$ cat config.mk
export PLATFORM = sky130hd
export DESIGN_NAME = cr_su_arb
export DESIGN_NICKNAME = d
export VERILOG_FILES = /design/src/rtl/cr_su_arb_pkg.sv /design/src/rtl/cr_su_arb_fifo.sv /design/src/rtl/cr_su_arb.sv
export SDC_FILE = /design/constraint.sdc
export NUM_CORES = 1
export LEC_CHECK = 0
export ABC_AREA = 1
export CORE_UTILIZATION = 44
export DETAILED_ROUTE_END_ITERATION = 8
export PLACE_DENSITY = 0.91
export RECOVER_POWER = 100
export SYNTH_ARGS = -nofsm -noshare
export SYNTH_HDL_FRONTEND = slang
export SYNTH_SLANG_ARGS = --single-unit
$ cat constraint.sdc
create_clock -name clk -period 5.3 [get_ports clk]
set_input_delay 1.06 -clock clk [delete_from_list [all_inputs] [get_ports clk]]
set_output_delay 1.06 -clock clk [all_outputs]
set_load 0.1 [all_outputs]
$ cat src/rtl/cr_su_arb_pkg.sv
`default_nettype none
// ============================================================================
// Module      : cr_su_arb_pkg
// Description : Shared types and the round-robin pick helper for cr_su_arb.
// Revision    : 1.0 - initial release
// ============================================================================

package cr_su_arb_pkg;

    localparam int c_MAX_REQ   = 8;
    localparam int c_MAX_IDX_W = 3;

    typedef enum logic [0:0] {
        IDLE = 1'b0,
        LOCK = 1'b1
    } su_arb_state_e;

    // Returns {found, index} of the first set bit of cand at or after ptr,
    // wrapping modulo n. Only the low n bits of cand are considered.
    function automatic logic [c_MAX_IDX_W:0] rr_pick(
        input logic [c_MAX_REQ-1:0]   cand,
        input logic [c_MAX_IDX_W-1:0] ptr,
        input int                     n
    );
        logic                   found;
        logic [c_MAX_IDX_W-1:0] idx;
        int                     j;
        found = 1'b0;
        idx   = '0;
        for (int k = 0; k < c_MAX_REQ; k++) begin
            j = int'(ptr) + k;
            if (j >= n) begin
                j = j - n;
            end
            if ((k < n) && !found && cand[j[c_MAX_IDX_W-1:0]]) begin
                found = 1'b1;
                idx   = j[c_MAX_IDX_W-1:0];
            end
        end
        return {found, idx};
    endfunction

endpackage

`default_nettype wire

$ cat src/rtl/cr_su_arb_fifo.sv
`default_nettype none
// ============================================================================
// Module      : cr_su_arb_fifo
// Description : Two-entry register FIFO; the head entry is always r_head so
//               the output is taken straight from a register.
// Revision    : 1.0 - initial release
// ============================================================================

module cr_su_arb_fifo #(
    parameter int W = 8
) (
    input  logic         clk,
    input  logic         rst_n,
    input  logic         push,
    input  logic [W-1:0] din,
    input  logic         pop,
    output logic [W-1:0] dout,
    output logic [1:0]   count
);

    logic [W-1:0] r_head;
    logic [W-1:0] r_tail;
    logic [1:0]   r_count;
    logic         w_pop;
    logic         w_push;

    assign w_pop  = pop & (r_count != 2'd0);
    assign w_push = push & ((r_count != 2'd2) | w_pop);

    always_ff @(posedge clk or negedge rst_n) begin
        if (!rst_n) begin
            r_head  <= '0;
            r_tail  <= '0;
            r_count <= 2'd0;
        end else begin
            case ({w_push, w_pop})
                2'b10: begin
                    if (r_count == 2'd0) begin
                        r_head <= din;
                    end else begin
                        r_tail <= din;
                    end
                    r_count <= r_count + 2'd1;
                end
                2'b01: begin
                    r_head  <= r_tail;
                    r_count <= r_count - 2'd1;
                end
                2'b11: begin
                    // Count is unchanged; the new beat lands behind whatever remains.
                    if (r_count == 2'd1) begin
                        r_head <= din;
                    end else begin
                        r_head <= r_tail;
                        r_tail <= din;
                    end
                end
                default: begin
                end
            endcase
        end
    end

    assign dout  = r_head;
    assign count = r_count;

endmodule

`default_nettype wire

$ cat src/rtl/cr_su_arb.sv
`default_nettype none
// ============================================================================
// Module      : cr_su_arb
// Description : Round-robin arbiter sharing the cr_su update input; a grant is
//               held for a whole multi-beat update and beats leave via a FIFO.
// Revision    : 1.0 - initial release
// ============================================================================

module cr_su_arb
    import cr_su_arb_pkg::*;
#(
    parameter int N_REQ = 4,
    parameter int DW    = 64
) (
    input  logic                     clk,
    input  logic                     rst_n,
    input  logic [N_REQ-1:0]         req_valid,
    input  logic [N_REQ-1:0]         req_last,
    input  logic [N_REQ*DW-1:0]      req_data,
    output logic [N_REQ-1:0]         req_ready,
    input  logic [N_REQ-1:0]         req_mask,
    output logic                     su_valid,
    output logic                     su_last,
    output logic [DW-1:0]            su_data,
    output logic [$clog2(N_REQ)-1:0] su_src,
    input  logic                     su_ready,
    output logic                     arb_busy
);

    localparam int            SW         = $clog2(N_REQ);
    localparam int            BW         = 1 + SW + DW;
    localparam logic [SW-1:0] c_LAST_IDX = SW'(N_REQ - 1);

    typedef struct packed {
        logic          last;
        logic [SW-1:0] src;
        logic [DW-1:0] data;
    } su_arb_beat_t;

    su_arb_state_e          r_state;
    logic [SW-1:0]          r_gnt_idx;
    logic [SW-1:0]          r_rr_ptr;

    logic [1:0]             w_count;
    logic                   w_space;
    logic                   w_push;
    logic                   w_pop;
    logic [c_MAX_REQ-1:0]   w_cand;
    logic [c_MAX_IDX_W-1:0] w_ptr_ext;
    logic [c_MAX_IDX_W:0]   w_pick;
    logic [SW-1:0]          w_win;
    logic [N_REQ-1:0]       w_ready;
    su_arb_beat_t           w_push_beat;
    su_arb_beat_t           w_head;

    always_comb begin
        w_cand                = '0;
        w_cand[N_REQ-1:0]     = req_valid & ~req_mask;
        w_ptr_ext             = '0;
        w_ptr_ext[SW-1:0]     = r_rr_ptr;
    end

    assign w_pick  = rr_pick(w_cand, w_ptr_ext, N_REQ);
    assign w_space = (w_count != 2'd2);

    // In LOCK the owner is fixed; in IDLE the round-robin winner is used.
    always_comb begin
        w_win = r_gnt_idx;
        if (r_state == IDLE) begin
            for (int i = 0; i < N_REQ; i++) begin
                if (w_pick[c_MAX_IDX_W-1:0] == c_MAX_IDX_W'(i)) begin
                    w_win = SW'(i);
                end
            end
        end
    end

    always_comb begin
        w_ready = '0;
        if (w_space) begin
            if (r_state == IDLE) begin
                if (w_pick[c_MAX_IDX_W]) begin
                    w_ready[w_win] = 1'b1;
                end
            end else if (req_valid[r_gnt_idx]) begin
                w_ready[r_gnt_idx] = 1'b1;
            end
        end
    end

    // Held low during reset even though candidates may already be present.
    assign req_ready = w_ready & {N_REQ{rst_n}};
    assign w_push    = |req_ready;
    assign w_pop     = su_valid & su_ready;

    always_comb begin
        w_push_beat.last = 1'b0;
        w_push_beat.src  = w_win;
        w_push_beat.data = '0;
        for (int i = 0; i < N_REQ; i++) begin
            if (w_win == SW'(i)) begin
                w_push_beat.last = req_last[i];
                w_push_beat.data = req_data[i*DW +: DW];
            end
        end
    end

    always_ff @(posedge clk or negedge rst_n) begin
        if (!rst_n) begin
            r_state   <= IDLE;
            r_gnt_idx <= '0;
            r_rr_ptr  <= '0;
        end else if (w_push) begin
            if (w_push_beat.last) begin
                r_state  <= IDLE;
                r_rr_ptr <= (w_win == c_LAST_IDX) ? '0 : w_win + SW'(1);
            end else begin
                r_state   <= LOCK;
                r_gnt_idx <= w_win;
            end
        end
    end

    cr_su_arb_fifo #(
        .W (BW)
    ) u_fifo (
        .clk   (clk),
        .rst_n (rst_n),
        .push  (w_push),
        .din   (w_push_beat),
        .pop   (w_pop),
        .dout  (w_head),
        .count (w_count)
    );

    assign su_valid = (w_count != 2'd0);
    assign su_last  = w_head.last;
    assign su_src   = w_head.src;
    assign su_data  = w_head.data;
    assign arb_busy = su_valid | (r_state == LOCK);

endmodule

`default_nettype wire

## Yosys cells after proc, flatten, opt, wreduce, memory -nomap -nowiden

Index checks and enable logic that the tools add are counted.

| operators by class | value |
|---|---|
| reduce and logical (&&, ||, !) cells | 20 |
| order comparisons | 12 |
| eq/ne operators | 14 |
| bitwise operators | 9 |
| multiplexer cells | 52 |
| $add $sub $neg | 10 |

Operators by type and width:

| kind | number |
|---|---|
| $mux W67 | 4 |
| $mux W64 | 4 |
| $pmux W67 S3 | 1 |
| $pmux W67 S2 | 1 |
| $mux W3 | 8 |
| $lt A3 B4 Y1 const B | 4 |
| $mux W1 | 16 |
| $mux W4 | 4 |
| $bmux W1 S3 | 4 |
| $mux W2 | 6 |
| $ge A3 B3 Y1 const B | 3 |
| $sub A3 B3 Y3 const B | 3 |
| $and A4 B4 Y4 | 2 |
| $eq A2 B2 Y1 const B | 4 |
| $add A2 B2 Y3 const B | 2 |
| $eq A2 B1 Y1 const B | 3 |
| $eq A3 B2 Y1 const B | 2 |
| $lt A2 B3 Y1 const B | 2 |
| $ne A2 B2 Y1 const B | 3 |
| $reduce_and A2 Y1 | 3 |
| $reduce_bool A2 Y1 | 3 |
| $logic_and A1 B1 Y1 | 5 |
| $add A2 B1 Y2 const B | 2 |
| $demux W1 S2 | 2 |
| other kinds (19) | 26 |

| storage, ports and cells | value |
|---|---|
| register bits | 141 |
| input bits | 271 |
| output and inout bits | 73 |
| logic and storage cells | 123 |

## Depth between registers and ports, before layout

| logic depth | value |
|---|---|
| word-level depth | 33 |
| gate-level depth with buffers | 29 |
| mapped depth without buffers | 27 |

## Cells and area by module

From an unflattened synthesis, not the netlist that was laid out.

| unflattened totals | value |
|---|---|
| cell total of the unflattened synthesis | 1,636 |
| area, all modules | 10,356.2 µm² |

By module, submodules not included:

| module | times used | cells each | sequential area each (µm²) | area an instance (µm²) |
|---|---|---|---|---|
| cr_su_arb_fifo | 1 | 1,190 | 3,403.3 | 7,704.9 |
| cr_su_arb | 1 | 446 | 125.1 | 2,651.3 |

## Worst setup path before layout

Ideal clock, no wire load.

| timing path | value |
|---|---|
| path kind | input to register |
| start point | in req_mask[2] |
| end point | reg u_fifo.r_tail[66] |
| buffers on the path | 2 |
| slack | 987 ps |
| data required time | 5,217 ps |
| library setup time | 83 ps |
| data arrival time | 4,230 ps |
| stages | 25 |
| cells stage by stage | inv_1 > nand3_1 > nand3_1 > nand2_2 > nand2_1 > nor2_1 > nand3b_1 > nand3_1 > inv_1 > nand2_1 > and2_1 > inv_1 > ha_1 > nand2_1 > nand2_1 > nand2_1 > nand2_1 > nor2_1 > inv_1 > ha_1 > o211ai_1 > clkbuf_1 > clkbuf_1 > nand2_1 > o21ai_0 |

| on the way | value |
|---|---|
| cells in the longest elaborated chain, start to end | 33 |
| elaborated cells on any way between the ends | 61 |
| classes of those cells | order compare: 2; eq/ne: 10; mux: 33; bitwise: 4; reduce/logical: 12 |

Ends and longest elaborated chain:

| item | RTL line | source |
|---|---|---|
| start: declaration | cr_su_arb.sv:21 | `input logic [N_REQ-1:0] req_mask,` |
| $not A4 Y4 (*) | cr_su_arb.sv:58 | `w_cand[N_REQ-1:0] = req_valid & ~req_mask;` |
| $and A4 B4 Y4 (*) | cr_su_arb.sv:58 |  |
| $bmux W1 S3 | cr_su_arb_pkg.sv:35 | `if ((k < n) && !found && cand[j[c_MAX_IDX_W-1:0]]) begin` |
| $mux W1 (implied by the code) | cr_su_arb_pkg.sv:35 |  |
| $mux W1 | cr_su_arb_pkg.sv:35 |  |
| $logic_not A1 Y1 | cr_su_arb_pkg.sv:35 |  |
| $logic_and A1 B1 Y1 | cr_su_arb_pkg.sv:35 |  |
| $mux W1 | cr_su_arb_pkg.sv:35 |  |
| (+12 left out) | n/a |  |
| named net u_fifo.din[64] | cr_su_arb_fifo.sv:15 | `input logic [W-1:0] din,` |
| (+5 left out) | n/a |  |
| $mux W4 | cr_su_arb.sv:81 | `if (r_state == IDLE) begin` |
| $mux W4 | cr_su_arb.sv:80 | `if (w_space) begin` |
| $and A4 B4 Y4 | cr_su_arb.sv:92 | `assign req_ready = w_ready & {N_REQ{rst_n}};` |
| $reduce_or A4 Y1 | cr_su_arb.sv:93 | `assign w_push = \|req_ready;` |
| $and A1 B1 Y1 | cr_su_arb_fifo.sv:28 | `assign w_push = push & ((r_count != 2'd2) \| w_pop);` |
| $eq A2 B2 Y1 | cr_su_arb_fifo.sv:36 | `case ({w_push, w_pop})` |
| $ne A2 B2 Y1 (no source line) or $reduce_bool A2 Y1 (tied branches) | n/a |  |
| $reduce_and A3 Y1 (no source line) | n/a |  |
| end signal: assignment | cr_su_arb_fifo.sv:41 | `r_tail <= din;` |
| end signal: assignment | cr_su_arb_fifo.sv:55 | `r_tail <= din;` |
| end: declaration | cr_su_arb_fifo.sv:22 | `logic [W-1:0] r_tail;` |

The timed path passes the listed nets; every way through them passes the cells marked *. The select of a mux whose other input is x is not followed.
A chain may end at the register's enable or synchronous reset.

## Worst setup path after layout

| timing path | value |
|---|---|
| start point | in req_mask[2] |
| end point | reg u_fifo.r_head[12], in the netlist u_fifo.dout[12] |

| on the way | value |
|---|---|
| cells in the longest elaborated chain, start to end | 33 |
| elaborated cells on any way between the ends | 61 |
| classes of those cells | order compare: 2; eq/ne: 10; mux: 33; bitwise: 4; reduce/logical: 12 |

Ends and longest elaborated chain:

| item | RTL line | source |
|---|---|---|
| $not A4 Y4 (*) | cr_su_arb.sv:58 |  |
| $and A4 B4 Y4 (*) | cr_su_arb.sv:58 |  |
| $bmux W1 S3 | cr_su_arb_pkg.sv:35 |  |
| $mux W1 (implied by the code) | cr_su_arb_pkg.sv:35 |  |
| $mux W1 | cr_su_arb_pkg.sv:35 |  |
| $logic_not A1 Y1 | cr_su_arb_pkg.sv:35 |  |
| $logic_and A1 B1 Y1 | cr_su_arb_pkg.sv:35 |  |
| $mux W1 | cr_su_arb_pkg.sv:35 |  |
| (+12 left out) | n/a |  |
| named net u_fifo.din[65] | cr_su_arb_fifo.sv:15 |  |
| (+5 left out) | n/a |  |
| $mux W4 | cr_su_arb.sv:81 |  |
| $mux W4 | cr_su_arb.sv:80 |  |
| $and A4 B4 Y4 | cr_su_arb.sv:92 |  |
| $reduce_or A4 Y1 | cr_su_arb.sv:93 |  |
| $and A1 B1 Y1 | cr_su_arb_fifo.sv:28 |  |
| $eq A2 B2 Y1 or $eq A2 B1 Y1 (tied branches) | cr_su_arb_fifo.sv:36 |  |
| $ne A2 B1 Y1 (no source line) or $reduce_bool A3 Y1 (tied branches) | n/a |  |
| $reduce_and A2 Y1 (no source line) | n/a |  |
| end signal: assignment | cr_su_arb_fifo.sv:39 | `r_head <= din;` |
| end signal: assignment | cr_su_arb_fifo.sv:46 | `r_head <= r_tail;` |
| end signal: assignment | cr_su_arb_fifo.sv:52 | `r_head <= din;` |
| end: declaration | cr_su_arb_fifo.sv:21 | `logic [W-1:0] r_head;` |

Marked as above.

==> flow_summary.rst <==
.. list-table::
   :header-rows: 1

   * - Metric
     - Value
   * - Worst setup path end
     - u_fifo.dout[12]
   * - Worst hold path class
     - register to register
   * - Critical Path Max Stage Delay
     - roughly 520 ps
   * - Synthesized-area fraction occupied by xor and xnor cells
     - 0.206%
   * - DP Area
     - 0.0122 mm^2
   * - Floorplan die area
     - 0.0199 mm^2
   * - Status
     - finished with violations
   * - Global-route wire length before repair
     - 49200 um
   * - Total grt overflow
     - 0
   * - Area growth from synthesis to layout
     - 50.3%
   * - Insertion delay of the later-clocked pin in the worst-skew pair
     - roughly 420 ps
   * - Simple-gate portion of the synthesized area
     - 28.5%
   * - Detailed Place HPWL
     - 22500 um
   * - Core area
     - about 0.019 mm^2
   * - Worst flop-to-flop path endpoint
     - u_fifo.dout[12]
   * - Library cell with the largest summed area after synthesis
     - dfrtp_1
   * - Share of the clock period used by the worst path after layout
     - 92.6%
   * - Post CTS Setup Buffer Count
     - 0
   * - WP buf/inv
     - 6
   * - Multi-input logic area
     - 0.00446 mm^2
   * - Crit-path most repeated cell
     - nand2_1
   * - Number of endpoints with negative hold slack in the final report
     - 0
   * - Vias in the first global route
     - 9286
   * - Total wire length after detailed routing
     - 32400 um
   * - DRC viols
     - 0
   * - Filler Cell Count
     - 1568
   * - Asr flop ratio synth
     - 100%
   * - Worst-path cell chain
     - clkdlybuf4s50_1 > inv_1 > nand3_1 > nand3_1 > nand2_2 > nand2_1 > nor2_1 > nand3b_1 > nand3_1 > nand2_1 > nand2_1 > inv_1 > ha_1 > clkbuf_4 > inv_2 > buf_4 > nand3_1 > nand2_1 > o21ai_0 > nand2_1 > o21ai_0 > o21ai_0 > nand2_1 > nand2_1
   * - Register area
     - approximately 0.0035 mm^2
   * - Maximum number of pins on one net before global-route repair
     - 75
   * - Top cell type's share of synthesized area
     - between 40% and 50%
   * - Number of cells on the worst hold path
     - 2
   * - Per-cell via count in the routed design
     - 5.59
   * - Post-synthesis cell type count
     - 23
   * - RSZ-0062 raised after global routing
     - no
   * - Element type at the critical path start
     - input port
   * - Count of maximum capacitance violations
     - 2
   * - Min cycle time layout
     - 4910 ps
   * - Worst clock skew
     - 12.1 ps
   * - Effective utilization at floorplan
     - 45.1%
   * - Final Instance Area
     - 0.0128 mm^2
   * - Cell types with the largest area share after synthesis
     - dfrtp_1 42%, nand2_1 18%, o21ai_0 15%, nand3_1 9.4%, a21oi_1 6.3%
   * - Dominant combinational cell family by area after synthesis
     - simple AND/OR/NAND/NOR gates
   * - Total number of yosys warnings
     - 0
   * - Mean cell area of the mapped netlist
     - 6.89 um^2
   * - Number of buffers inserted by hold repair at cts
     - 0
   * - Buffer type at the clock tree root
     - clkbuf_16
   * - CTS Sinks
     - 141
   * - Top cells by instance count after synthesis
     - 411 x nand2_1, 247 x o21ai_0, 160 x nand3_1
   * - Worst path slowest cell
     - clkbuf_4
   * - Worst slew margin relative to its limit
     - -148%
   * - Count of vias placed by the detailed router
     - 10.0k
   * - Weighted congestion at the end of routability-driven global placement
     - 0.896
   * - Share of the yosys chip area belonging to registers
     - 41.5%
   * - Complex-gate fraction of the synthesized area
     - 21.1%
   * - Data arrival time at the worst-slack endpoint
     - 5260 ps
   * - Layout net count
     - 1810
   * - I/O pin count
     - 344
   * - Number of cells produced by synthesis
     - 1232
   * - Final Max Tran Viols
     - ~140
   * - Worst r2r path cells
     - 24
   * - Failing checks
     - capacitance limit, slew limit
   * - Setup violations, final
     - 0
   * - Post-synth design cell area
     - 0.00849 mm^2
   * - Setup slack of the most critical reg-to-reg path
     - roughly 480 ps
   * - Vertical extent of the die
     - 141 um
   * - Adder and majority cell fraction of the synthesized area
     - 2.21%
   * - Standard-cell rows
     - 50
   * - GRT Util Overall
     - 32.1%
   * - Multiplexer share of the synthesized area
     - 0%
   * - Clock-pin slew of the registers on the worst-case setup and hold paths
     - 60 ps
   * - X dimension of the die
     - 141 um
   * - Max frequency
     - 204 MHz
   * - Most numerous cell in the Yosys netlist
     - nand2_1
   * - Flip-flop and latch count after synthesis
     - 141
   * - Total Negative Setup Slacks
     - 0 ps
   * - Count of flip-flops with a built-in enable after synthesis
     - 0
   * - 1st-iter DRT viols
     - 805
   * - Required time of the critical path
     - 5650 ps
   * - Critical Path Fanout Max
     - between 60 and 70
   * - Net Count, Synth
     - 1518
   * - Worst setup EP type
     - register
   * - Dominant register cell in the synthesized netlist
     - dfrtp_1
   * - Port Buf Inserts
     - 343
   * - Startpoint of the worst register-to-register path
     - r_rr_ptr[1]
   * - Pre-antenna DRT Iters
     - 5
   * - Clock tree from TritonCTS
     - done
   * - Fraction of final layout cells with drive strength greater than 1
     - roughly 4.6%
   * - H-tree depth reported by CTS
     - 4
   * - Antenna violations before repair
     - 1
   * - Count of cell instances traversed by the critical path
     - 24
   * - Kind of cell adding the most delay to the critical path
     - buffers and inverters
   * - Tightest Pin Transition
     - 3710 ps
   * - Clock buffer count from CTS
     - 17
   * - Startpoint of the worst setup timing path
     - req_mask[2]
   * - Final ANT Viol Nets
     - 0
   * - Quantity of gates resized following cts
     - 0
   * - WL/cell
     - ~18 um
   * - Max Root-Sink Buffers
     - 2
   * - Worst Setup Path Type
     - input port to register
==> routing by layer <==
layer | track usage (%) | wire, um | up-vias
li1 | - | - | 4714
met1 | 40.1 | 12900 | 4688
met2 | 53.7 | 15500 | 544
met3 | 6.56 | 2630 | 85
met4 | 14.3 | 1440 | 0
met5 | 0 | 0 | -
==> area by class of cell <==
type	count	area share (%)
inverter	33	0.980
clock inverter	11	1.53
timing repair buffer	370	29.0
tap	260	2.55
clock buffer	18	3.36
multi-input combinational	961	35.0
antenna	2	0.0392
sequential	141	27.6
==> stage by stage <==
| stage | hold WS [ps] | utilization (%) | cells | setup WS (ps) |
|---|---|---|---|---|
| global route | 512 | 67.8 | 1795 | 109 |
| floorplan | 453 | - | 1232 | 987 |
| CTS | 488 | 67.9 | 1793 | 422 |
| finish | 485 | 67.8 | 1796 | 394 |
| global placement | 465 | 64.6 | 1764 | 169 |
| detailed placement | 474 | 64.6 | 1764 | 72.5 |
==> sequential cells by signal, indices dropped and copies added, names as in the netlist <==
register and count:
u_fifo.dout 67, r_state 1, u_fifo.count 2, r_gnt_idx 2, u_fifo.r_tail 67, r_rr_ptr 2
==> how the worst min path moves through the flow <==
stage / startpoint / to / slack [ps]
floorplan: u_fifo.r_tail[0] / u_fifo.r_tail[0] / 450
global route: u_fifo.r_tail[60] / u_fifo.r_tail[60] / 510
detailed placement: u_fifo.r_tail[20] / u_fifo.r_tail[20] / 470
CTS: u_fifo.r_tail[37] / u_fifo.r_tail[37] / 490
global placement: u_fifo.r_tail[31] / u_fifo.r_tail[31] / 470
finish: u_fifo.r_tail[57] / u_fifo.r_tail[57] / 480
==> logic make-up (layout without fill, tap and decap cells) <==
kind of cell,after synthesis,after routing
adders and majority gates,15,15
DFF,141,141
buffers and inverters,131,432
AOI/OAI and AO/OA,357,358
xor gates and xnor gates,2,2
other,0,2
and+or+nand+nor,586,586
==> tightest hold or removal path, cell delays in order (launching register included) <==
cell and delay, ps:
dfrtp_1 340, nand2_1 50, o21ai_0 60
==> placed cells by master (no fill, tap or decap), types with 3 or more instances in the layout <==
master / n
nand2_1: 410
clkinv_2: 3
inv_1: 29
o21ai_0: 247
clkdlybuf4s50_1: 269
clkbuf_1: 3
nor2_1: 8
a21oi_1: 106
clkinv_4: 4
inv_2: 3
buf_4: 20
dfrtp_1: 141
ha_1: 14
nand3_1: 160
clkbuf_16: 17
bufinv_16: 5
buf_12: 7
dlygate4sd3_1: 69
Power is not shown: default switching activity piles up to over one toggle a cycle in this logic, so the estimate is an artifact.
